### src/rtl/arm_pkg.sv
`default_nettype none
// +----------------------------------------------------------------------------+
// | Package  : arm_pkg                                                         |
// | Purpose  : Shared flag-vector type, NZCV bit positions and the             |
// |            status-register FSM state encoding.                             |
// | Revision : 1.0  initial release                                            |
// +----------------------------------------------------------------------------+
package arm_pkg;

  typedef logic [3:0] flags_t;

  // Bit positions inside a {N,Z,C,V} flag vector.
  localparam int FLAG_N = 3;
  localparam int FLAG_Z = 2;
  localparam int FLAG_C = 1;
  localparam int FLAG_V = 0;

  typedef enum logic [0:0] {
    ST_NORMAL = 1'b0,
    ST_EXC    = 1'b1
  } sr_state_e;

endpackage : arm_pkg
`default_nettype wire

### src/rtl/flag_next_sel.sv
`default_nettype none
// +----------------------------------------------------------------------------+
// | Module   : flag_next_sel                                                   |
// | Purpose  : Combinational CPSR next-value priority mux and the bypass       |
// |            select that feeds the ID-stage condition checker.               |
// | Ports    : cpsr_q, spsr_q    current architectural / saved flags          |
// |            exe_upd, exe_flags  qualified EXE flag update and its value     |
// |            msr_we, msr_mask, msr_data  masked direct write                 |
// |            legal_restore     exception return accepted this cycle         |
// |            freeze            pipeline stall (only gates the bypass)       |
// |            cpsr_nxt, cpsr_wr  candidate CPSR value and write request      |
// |            status_out        bypassed flags for the condition checker     |
// | Revision : 1.0  initial release                                            |
// +----------------------------------------------------------------------------+
module flag_next_sel
  import arm_pkg::*;
#(
  parameter int FLAG_W    = 4,
  parameter int BYPASS_EN = 1
) (
  input  logic [FLAG_W-1:0] cpsr_q,
  input  logic [FLAG_W-1:0] spsr_q,
  input  logic              exe_upd,
  input  logic [FLAG_W-1:0] exe_flags,
  input  logic              msr_we,
  input  logic [FLAG_W-1:0] msr_mask,
  input  logic [FLAG_W-1:0] msr_data,
  input  logic              legal_restore,
  input  logic              freeze,
  output logic [FLAG_W-1:0] cpsr_nxt,
  output logic              cpsr_wr,
  output logic [FLAG_W-1:0] status_out
);

  // Priority: exception return, then MSR, then the ALU result. The write
  // request is raw here; the top gates it with freeze.
  always_comb begin
    cpsr_nxt = cpsr_q;
    cpsr_wr  = 1'b0;
    if (legal_restore) begin
      cpsr_nxt = spsr_q;
      cpsr_wr  = 1'b1;
    end else if (msr_we) begin
      cpsr_nxt = (cpsr_q & ~msr_mask) | (msr_data & msr_mask);
      cpsr_wr  = 1'b1;
    end else if (exe_upd) begin
      cpsr_nxt = exe_flags;
      cpsr_wr  = 1'b1;
    end
  end

  // Only a plain ALU update is forwarded; restore/MSR results appear on
  // status_out one cycle later through cpsr_q.
  generate
    if (BYPASS_EN != 0) begin : g_bypass_on
      assign status_out = (exe_upd & ~freeze & ~msr_we & ~legal_restore)
                          ? exe_flags : cpsr_q;
    end else begin : g_bypass_off
      assign status_out = cpsr_q;
    end
  endgenerate

endmodule : flag_next_sel
`default_nettype wire

### src/rtl/status_reg_unit.sv
`default_nettype none
// +----------------------------------------------------------------------------+
// | Module   : status_reg_unit                                                 |
// | Purpose  : Architectural NZCV flags (CPSR) plus one saved copy (SPSR)      |
// |            for exception entry/return, with a zero-bubble bypass of the    |
// |            EXE-stage flag result towards the ID-stage condition checker.   |
// | Ports    : clk, rst_n (sync, active low), freeze, flush                    |
// |            exe_valid, exe_s, exe_flags   EXE-stage flag update            |
// |            msr_we, msr_mask, msr_data    masked direct flag write         |
// |            save_req, restore_req         exception entry / return         |
// |            status_out  bypassed flags    cpsr_q, spsr_q  registered flags |
// |            in_exc      in EXC state      flags_wr  CPSR write pulse       |
// |            err_nest    sticky illegal save/restore indicator              |
// | Revision : 1.0  initial release                                            |
// +----------------------------------------------------------------------------+
module status_reg_unit
  import arm_pkg::*;
#(
  parameter int              FLAG_W      = 4,
  parameter int              BYPASS_EN   = 1,
  parameter logic [FLAG_W-1:0] RESET_FLAGS = '0
) (
  input  logic              clk,
  input  logic              rst_n,
  input  logic              freeze,
  input  logic              flush,
  input  logic              exe_valid,
  input  logic              exe_s,
  input  logic [FLAG_W-1:0] exe_flags,
  input  logic              msr_we,
  input  logic [FLAG_W-1:0] msr_mask,
  input  logic [FLAG_W-1:0] msr_data,
  input  logic              save_req,
  input  logic              restore_req,
  output logic [FLAG_W-1:0] status_out,
  output logic [FLAG_W-1:0] cpsr_q,
  output logic [FLAG_W-1:0] spsr_q,
  output logic              in_exc,
  output logic              flags_wr,
  output logic              err_nest
);

  sr_state_e         state_q;
  sr_state_e         state_d;
  logic [FLAG_W-1:0] cpsr_d;
  logic [FLAG_W-1:0] spsr_d;
  logic              flags_wr_d;
  logic              err_nest_d;

  logic              exe_upd;
  logic              legal_save;
  logic              legal_restore;
  logic              illegal_req;
  logic [FLAG_W-1:0] cpsr_nxt;
  logic              cpsr_wr;

  assign exe_upd = exe_valid & exe_s & ~flush;

  // A simultaneous save and restore is never legal, whatever the state.
  assign legal_save    = save_req & ~restore_req & (state_q == ST_NORMAL);
  assign legal_restore = restore_req & ~save_req & (state_q == ST_EXC);
  assign illegal_req   = (save_req | restore_req) & ~legal_save & ~legal_restore;

  flag_next_sel #(
    .FLAG_W    (FLAG_W),
    .BYPASS_EN (BYPASS_EN)
  ) u_flag_next_sel (
    .cpsr_q        (cpsr_q),
    .spsr_q        (spsr_q),
    .exe_upd       (exe_upd),
    .exe_flags     (exe_flags),
    .msr_we        (msr_we),
    .msr_mask      (msr_mask),
    .msr_data      (msr_data),
    .legal_restore (legal_restore),
    .freeze        (freeze),
    .cpsr_nxt      (cpsr_nxt),
    .cpsr_wr       (cpsr_wr),
    .status_out    (status_out)
  );

  // freeze blocks every state update, including the sticky error.
  always_comb begin
    state_d    = state_q;
    cpsr_d     = cpsr_q;
    spsr_d     = spsr_q;
    err_nest_d = err_nest;
    flags_wr_d = 1'b0;
    if (!freeze) begin
      if (legal_save) begin
        state_d = ST_EXC;
        spsr_d  = cpsr_q;  // pre-update value, even if CPSR is written now
      end
      if (legal_restore) begin
        state_d = ST_NORMAL;
      end
      if (illegal_req) begin
        err_nest_d = 1'b1;
      end
      if (cpsr_wr) begin
        cpsr_d     = cpsr_nxt;
        flags_wr_d = 1'b1;
      end
    end
  end

  always_ff @(posedge clk) begin
    if (!rst_n) begin
      state_q  <= ST_NORMAL;
      cpsr_q   <= RESET_FLAGS;
      spsr_q   <= RESET_FLAGS;
      flags_wr <= 1'b0;
      err_nest <= 1'b0;
    end else begin
      state_q  <= state_d;
      cpsr_q   <= cpsr_d;
      spsr_q   <= spsr_d;
      flags_wr <= flags_wr_d;
      err_nest <= err_nest_d;
    end
  end

  assign in_exc = (state_q == ST_EXC);

endmodule : status_reg_unit
`default_nettype wire

### config.mk
export PLATFORM = sky130hd
export DESIGN_NAME = status_reg_unit
export DESIGN_NICKNAME = d
export VERILOG_FILES = /design/src/rtl/arm_pkg.sv /design/src/rtl/flag_next_sel.sv /design/src/rtl/status_reg_unit.sv
export SDC_FILE = /design/constraint.sdc
export NUM_CORES = 1
export LEC_CHECK = 0
export CAP_MARGIN = 20
export CORE_MARGIN = 3
export CORE_UTILIZATION = 35
export DETAILED_ROUTE_END_ITERATION = 8
export MAX_ROUTING_LAYER = met4
export PLACE_DENSITY_LB_ADDON = 0.05
export SYNTH_ARGS = -nofsm -noshare
export SYNTH_HDL_FRONTEND = slang
export SYNTH_SLANG_ARGS = --single-unit
### constraint.sdc
create_clock -name clk -period 1.78 [get_ports clk]
set_clock_uncertainty 0.2 [all_clocks]
set_input_delay 0.356 -clock clk [delete_from_list [all_inputs] [get_ports clk]]
set_output_delay 0.356 -clock clk [all_outputs]
set_load 0.1 [all_outputs]
# Word-level counts from Yosys, hierarchy flattened

Index checks and enable logic that the tools add are counted.

Add/sub/neg operators: 0
$mul: 0
Divide/modulo/power cells: 0
Order comparisons: 0
Equality and inequality tests: 0
Shift-type cells: 0
Muxes and demuxes: 10
Bitwise logic cells: 25
Reductions and logical operators: 7

Operator list:

| kind                | number |
|---|---|
| 4-bit 2-to-1 mux    | 4 |
| 1-bit AND           | 11 |
| 1-bit NOT           | 9 |
| 4-bit AND           | 2 |
| 1-bit 2-to-1 mux    | 6 |
| 2-bit AND reduction | 3 |
| 4-bit NOT           | 1 |
| 4-bit OR            | 1 |
| 3-bit AND reduction | 1 |
| 3-bit nonzero test  | 1 |
| 2-bit nonzero test  | 1 |
| 2-bit OR reduction  | 1 |
| 1-bit OR            | 1 |

Register bits: 11
Bits in latches: 0
Memory bits (writable): 0
ROM bits: 0
Output and inout bits: 15
Logic and storage cells: 47
Memories: 0

# Depth between registers and ports, before layout

Depth in word-level cells: 7
Mapped depth: 5
Gate-level depth less buffers: 3

# Cells and area by module

From an unflattened synthesis, not the netlist that was laid out.

Cell total of the unflattened synthesis: 75
Area, all modules: 681.9 um^2

Modules (own cells, without submodules):

| module          | instances | cells an instance | area an instance (um^2) |
|---|---|---|---|
| status_reg_unit | 1         | 47                | 446.7 |
| flag_next_sel   | 1         | 28                | 235.2 |

# Worst setup path before layout

Ideal clock, no wire load.

Kind: register -> output
Start point: register state_q (netlist: in_exc)
End point: output status_out[0]
Arrival time: 2,216 ps
Slack: -992 ps
Stages on the path, launching flop included: 6
Path buffers: 2
Cell sequence: dfxtp_1 -> buf_4 -> and3b_1 -> buf_2 -> nor3b_4 -> mux2_2

Longest elaborated chain between the ends: 4

RTL lines:

| what                     | line                   | source |
|---|---|---|
| start: declaration       | status_reg_unit.sv:43  | `sr_state_e state_q;` |
| start signal: assignment | status_reg_unit.sv:115 | `state_q <= state_d;` |
| 1-bit AND                | status_reg_unit.sv:61  | `assign legal_restore = restore_req & ~save_req & (state_q == ST_EXC);` |
| 1-bit NOT                | flag_next_sel.sv:56    | `assign status_out = (exe_upd & ~freeze & ~msr_we & ~legal_restore)` |
| 1-bit AND                | flag_next_sel.sv:56    |  |
| 4-bit 2-to-1 mux         | flag_next_sel.sv:57    | `? exe_flags : cpsr_q;` |
| end: declaration         | status_reg_unit.sv:35  | `output logic [FLAG_W-1:0] status_out,` |

No other way between the ends.

# Final worst setup path

Ends and elaborated chain as after synthesis.

==> impl_summary.txt <==
----------------------------------------------------
[Setup path]
  Peak per-stage delay on the critical path ... 0.34 ns
  Critical Path RT ... 1.22 ns
  Critical setup path kind ... flip-flop to output port
  Data arrival time of the worst path ... 1.67 ns
  Cell family contributing the most delay on the critical path ... simple AND/OR/NAND/NOR gates
  Number of buffers and inverters on the critical path ... 2
  Maximum fanout encountered on the critical timing path ... 2
  Cells traversed along the worst timing path ... and3b_2 > nor3b_4 > buf_6 > mux2_4 > buf_12
  CP Capture Type ... output port
  Master of the slowest instance on the critical path ... dfxtp_4
  Worst setup SP type ... flip-flop

[Synth]
  Dominant synthesized flop cell ... dfxtp_1
  Synth Area in XOR/XNOR ... 0%
  Mux contribution to synthesized area ... 13.1%
  Yosys top cell area share ... 30.2%
  Async SR Flop Fraction ... 0%
  Most area-consuming cells after synthesis ... dfxtp_1 (30%), mux2i_1 (6.9%), mux2_2 (6.2%)
  Post-synthesis compound-gate area fraction ... 17.2%
  Simple-gate area share of the yosys netlist ... 35.1%
  FF+latch count, synth ... 11
  Warning count from the yosys run ... 0
  Largest family of logic cells by synthesized area ... simple AND/OR/NAND/NOR gates
  Number of cells produced by synthesis ... 73
  Leading cell type by number of instances after synthesis ... dfxtp_1
  Post-synthesis adder-cell area fraction ... 0%
  Top cells by instance count after synthesis ... dfxtp_1 (11), nor2_1 (6), and3b_1 (5), mux2i_1 (5)
  EDFF count, synth ... 0
  Number of different library cells in the post-synthesis netlist ... 24
  Netlist area before placement ... 728 µm²
  Synth Area per Inst ... 9.98 µm²
  Synthesized Nets ... 94
  Cell taking the most area after synthesis ... dfxtp_1
  Fraction of the yosys area taken by sequential cells ... 30.2%

[Route]
  Routed length per placed instance ... 15.5 µm
  Router iterations before antenna repair ... 2
  Number of vias after detailed routing ... 765
  ANT nets after route ... 0
  Vias per cell ... 5.24
  DRC Markers ... 0
  Total Wirelength ... 2260 µm
  Violation count after the first detailed-routing iteration ... 4

[STA]
  Fmax ... 449 MHz
  Setup repair after global routing missed its margin ... yes
  Max-slew violation count ... 0
  Worst Setup Slack, final ... -0.446 ns
  Number of hold violations in the final report ... 0
  Shortest clock period the worst path allows after layout ... 2.23 ns
  Final Cycle Share ... 125%
  Worst slew margin ... 74.6%
  Worst-Margin Slew ... 0.380 ns
  Finish-stage setup viols ... 4

[Clock tree]
  Count of buffers added by post-CTS timing repair for setup ... 0
  TritonCTS clock tree ... yes
  CTS sink cnt ... 11
  Clk_lat worst skew ... 0.28 ns
  Inserted Clock Buffers ... 3
  Clock input transition at the sequential cells of the worst setup and hold paths ... 0.07 ns
  Number of buffers between clock root and the deepest sink ... 2
  Htree depth ... 1
  Root Buffer ... clkbuf_4

[Power]
  Pwr per Cell Area ... 622 mW/mm²
  Leakage component of the power ... 0.555 nW
  Maximum vdd drop ... 0.000434 V

[Die]
  Width of the die ... 51.6 µm
  Y dimension of the die ... 51.6 µm
  Cell row count ... 15
  Die footprint ... 0.00266 mm²
  Initial Util ... 39.6%
  Number of ports placed on the die boundary ... 36
  Total core area ... 0.00184 mm²

[Finish]
  Layout overhead on the synthesized area ... 89.2%
  Ratio of cells with drive above 1 in the final layout ... 38.8%
  Filler Cell Count ... 148
  Count of antenna diodes in the layout ... 0
  Final standard cell utilization of the core ... 74.9%
  Net count, final ... 143

[Global routing]
  Total global-route track usage ... 19.6%
  Maximum number of pins on one net before global-route repair ... 12
  Global-route wire length before repair ... 3730 µm
  Vias in the first global route ... 803
  Aggregate global routing overflow ... 0
  Number of antenna violations at the first check in global routing ... 0

[Placed design]
  Number of input and output port buffers inserted ... 35
  Routability cong. ... 0.827
  Pre-CTS WS ... -0.739 ns
  Post-DP HPWL ... 1730 µm

[Run status]
  Failing checks ... negative setup slack
  Status ... complete, but fails checks

[Worst hold path]
  Worst hold path type ... flip-flop to flip-flop

[Job]
  Max-capacitance violation count ... 0

----------------------------------------------------
## final timing paths
path                 start            end  slack (ns)  cells past startpoint
setup / recovery    in_exc  status_out[0]       -0.45                      5
setup reg to reg    in_exc       flags_wr        0.15                      4
hold / removal    err_nest       err_nest        0.33                      1
hold reg to reg   err_nest       err_nest        0.33                      1
## report_power, final
| group | total [W] | internal, W | leakage (nW) | switching (W) |
|---|---|---|---|---|
| Sequential | 0.000278 | 0.000259 | 0.0907 | 0.0000188 |
| Clock | 0.000182 | 0.0000870 | 0.0150 | 0.0000951 |
| Combinational | 0.000397 | 0.000174 | 0.449 | 0.000223 |
## kinds of logic (layout without fill, tap and decap cells)
group | after synthesis | in the layout
compound gates | 16 | 16
buf+inv | 7 | 55
flops | 11 | 11
mux | 9 | 9
simple gates | 30 | 30
## metrics by stage
stage               instance area [µm²]  hold slack [ns]  setup TNS, ns  instances  total power [W]
floorplan                           757            0.284          -1.85         73         0.000513
detailed placement                 1360            0.320          -5.40        142         0.000686
global placement                   1360            0.312          -4.98        142         0.000682
CTS                                1380            0.338          -1.84        146         0.000864
global route                       1380            0.376          -1.94        146         0.000895
finish                             1380            0.332          -1.78        146         0.000857
## routing by layer
metal	GRT usage [%]	up-vias	part of all wire, %
li1	-	383	-
met1	23.4	355	44
met2	31.8	23	49
met3	3.44	4	5.4
met4	9.61	0	1.8
met5	-	-	0
## repair_timing
action                                  CTS  global route
endpoints found under the setup margin    9             4
pin swaps                                 3             0
endpoints found under the hold margin     0             0
resized for setup                        16             0
hold buffers                              0             0
## worst register-to-register path, delay by kind of cell, from the launching register on
family	cells	cell delay (ns)
simple gates	3	0.82
flops	1	0.34
buf+inv	1	0.18
## placed cells by master, fill, tap and decap left out, drive strengths merged
cell type	n
nor2	6
dfxtp	11
buf	31
clkbuf	4
a211oi	4
nand4b	4
nor4	4
mux2i	5
o21ai	2
o31a	4
clkdlybuf4s50	13
nor3b	1
inv	2
o41ai	4
or3	1
and3b	5
nor4b	1
o21a	1
and2b	1
nor2b	4
and4bb	2
dlygate4sd2	5
mux2	4
and2	1
a21boi	1
## layout make-up
cell class	count	area [µm²]	area share, %
tap	25	31.3	2.27
sequential	11	224	16.3
inverter	2	7.51	0.545
timing repair buffer	49	597	43.3
clock buffer	4	26.3	1.91
multi-input combinational	55	492	35.7
(Power assumes the default switching activity.)
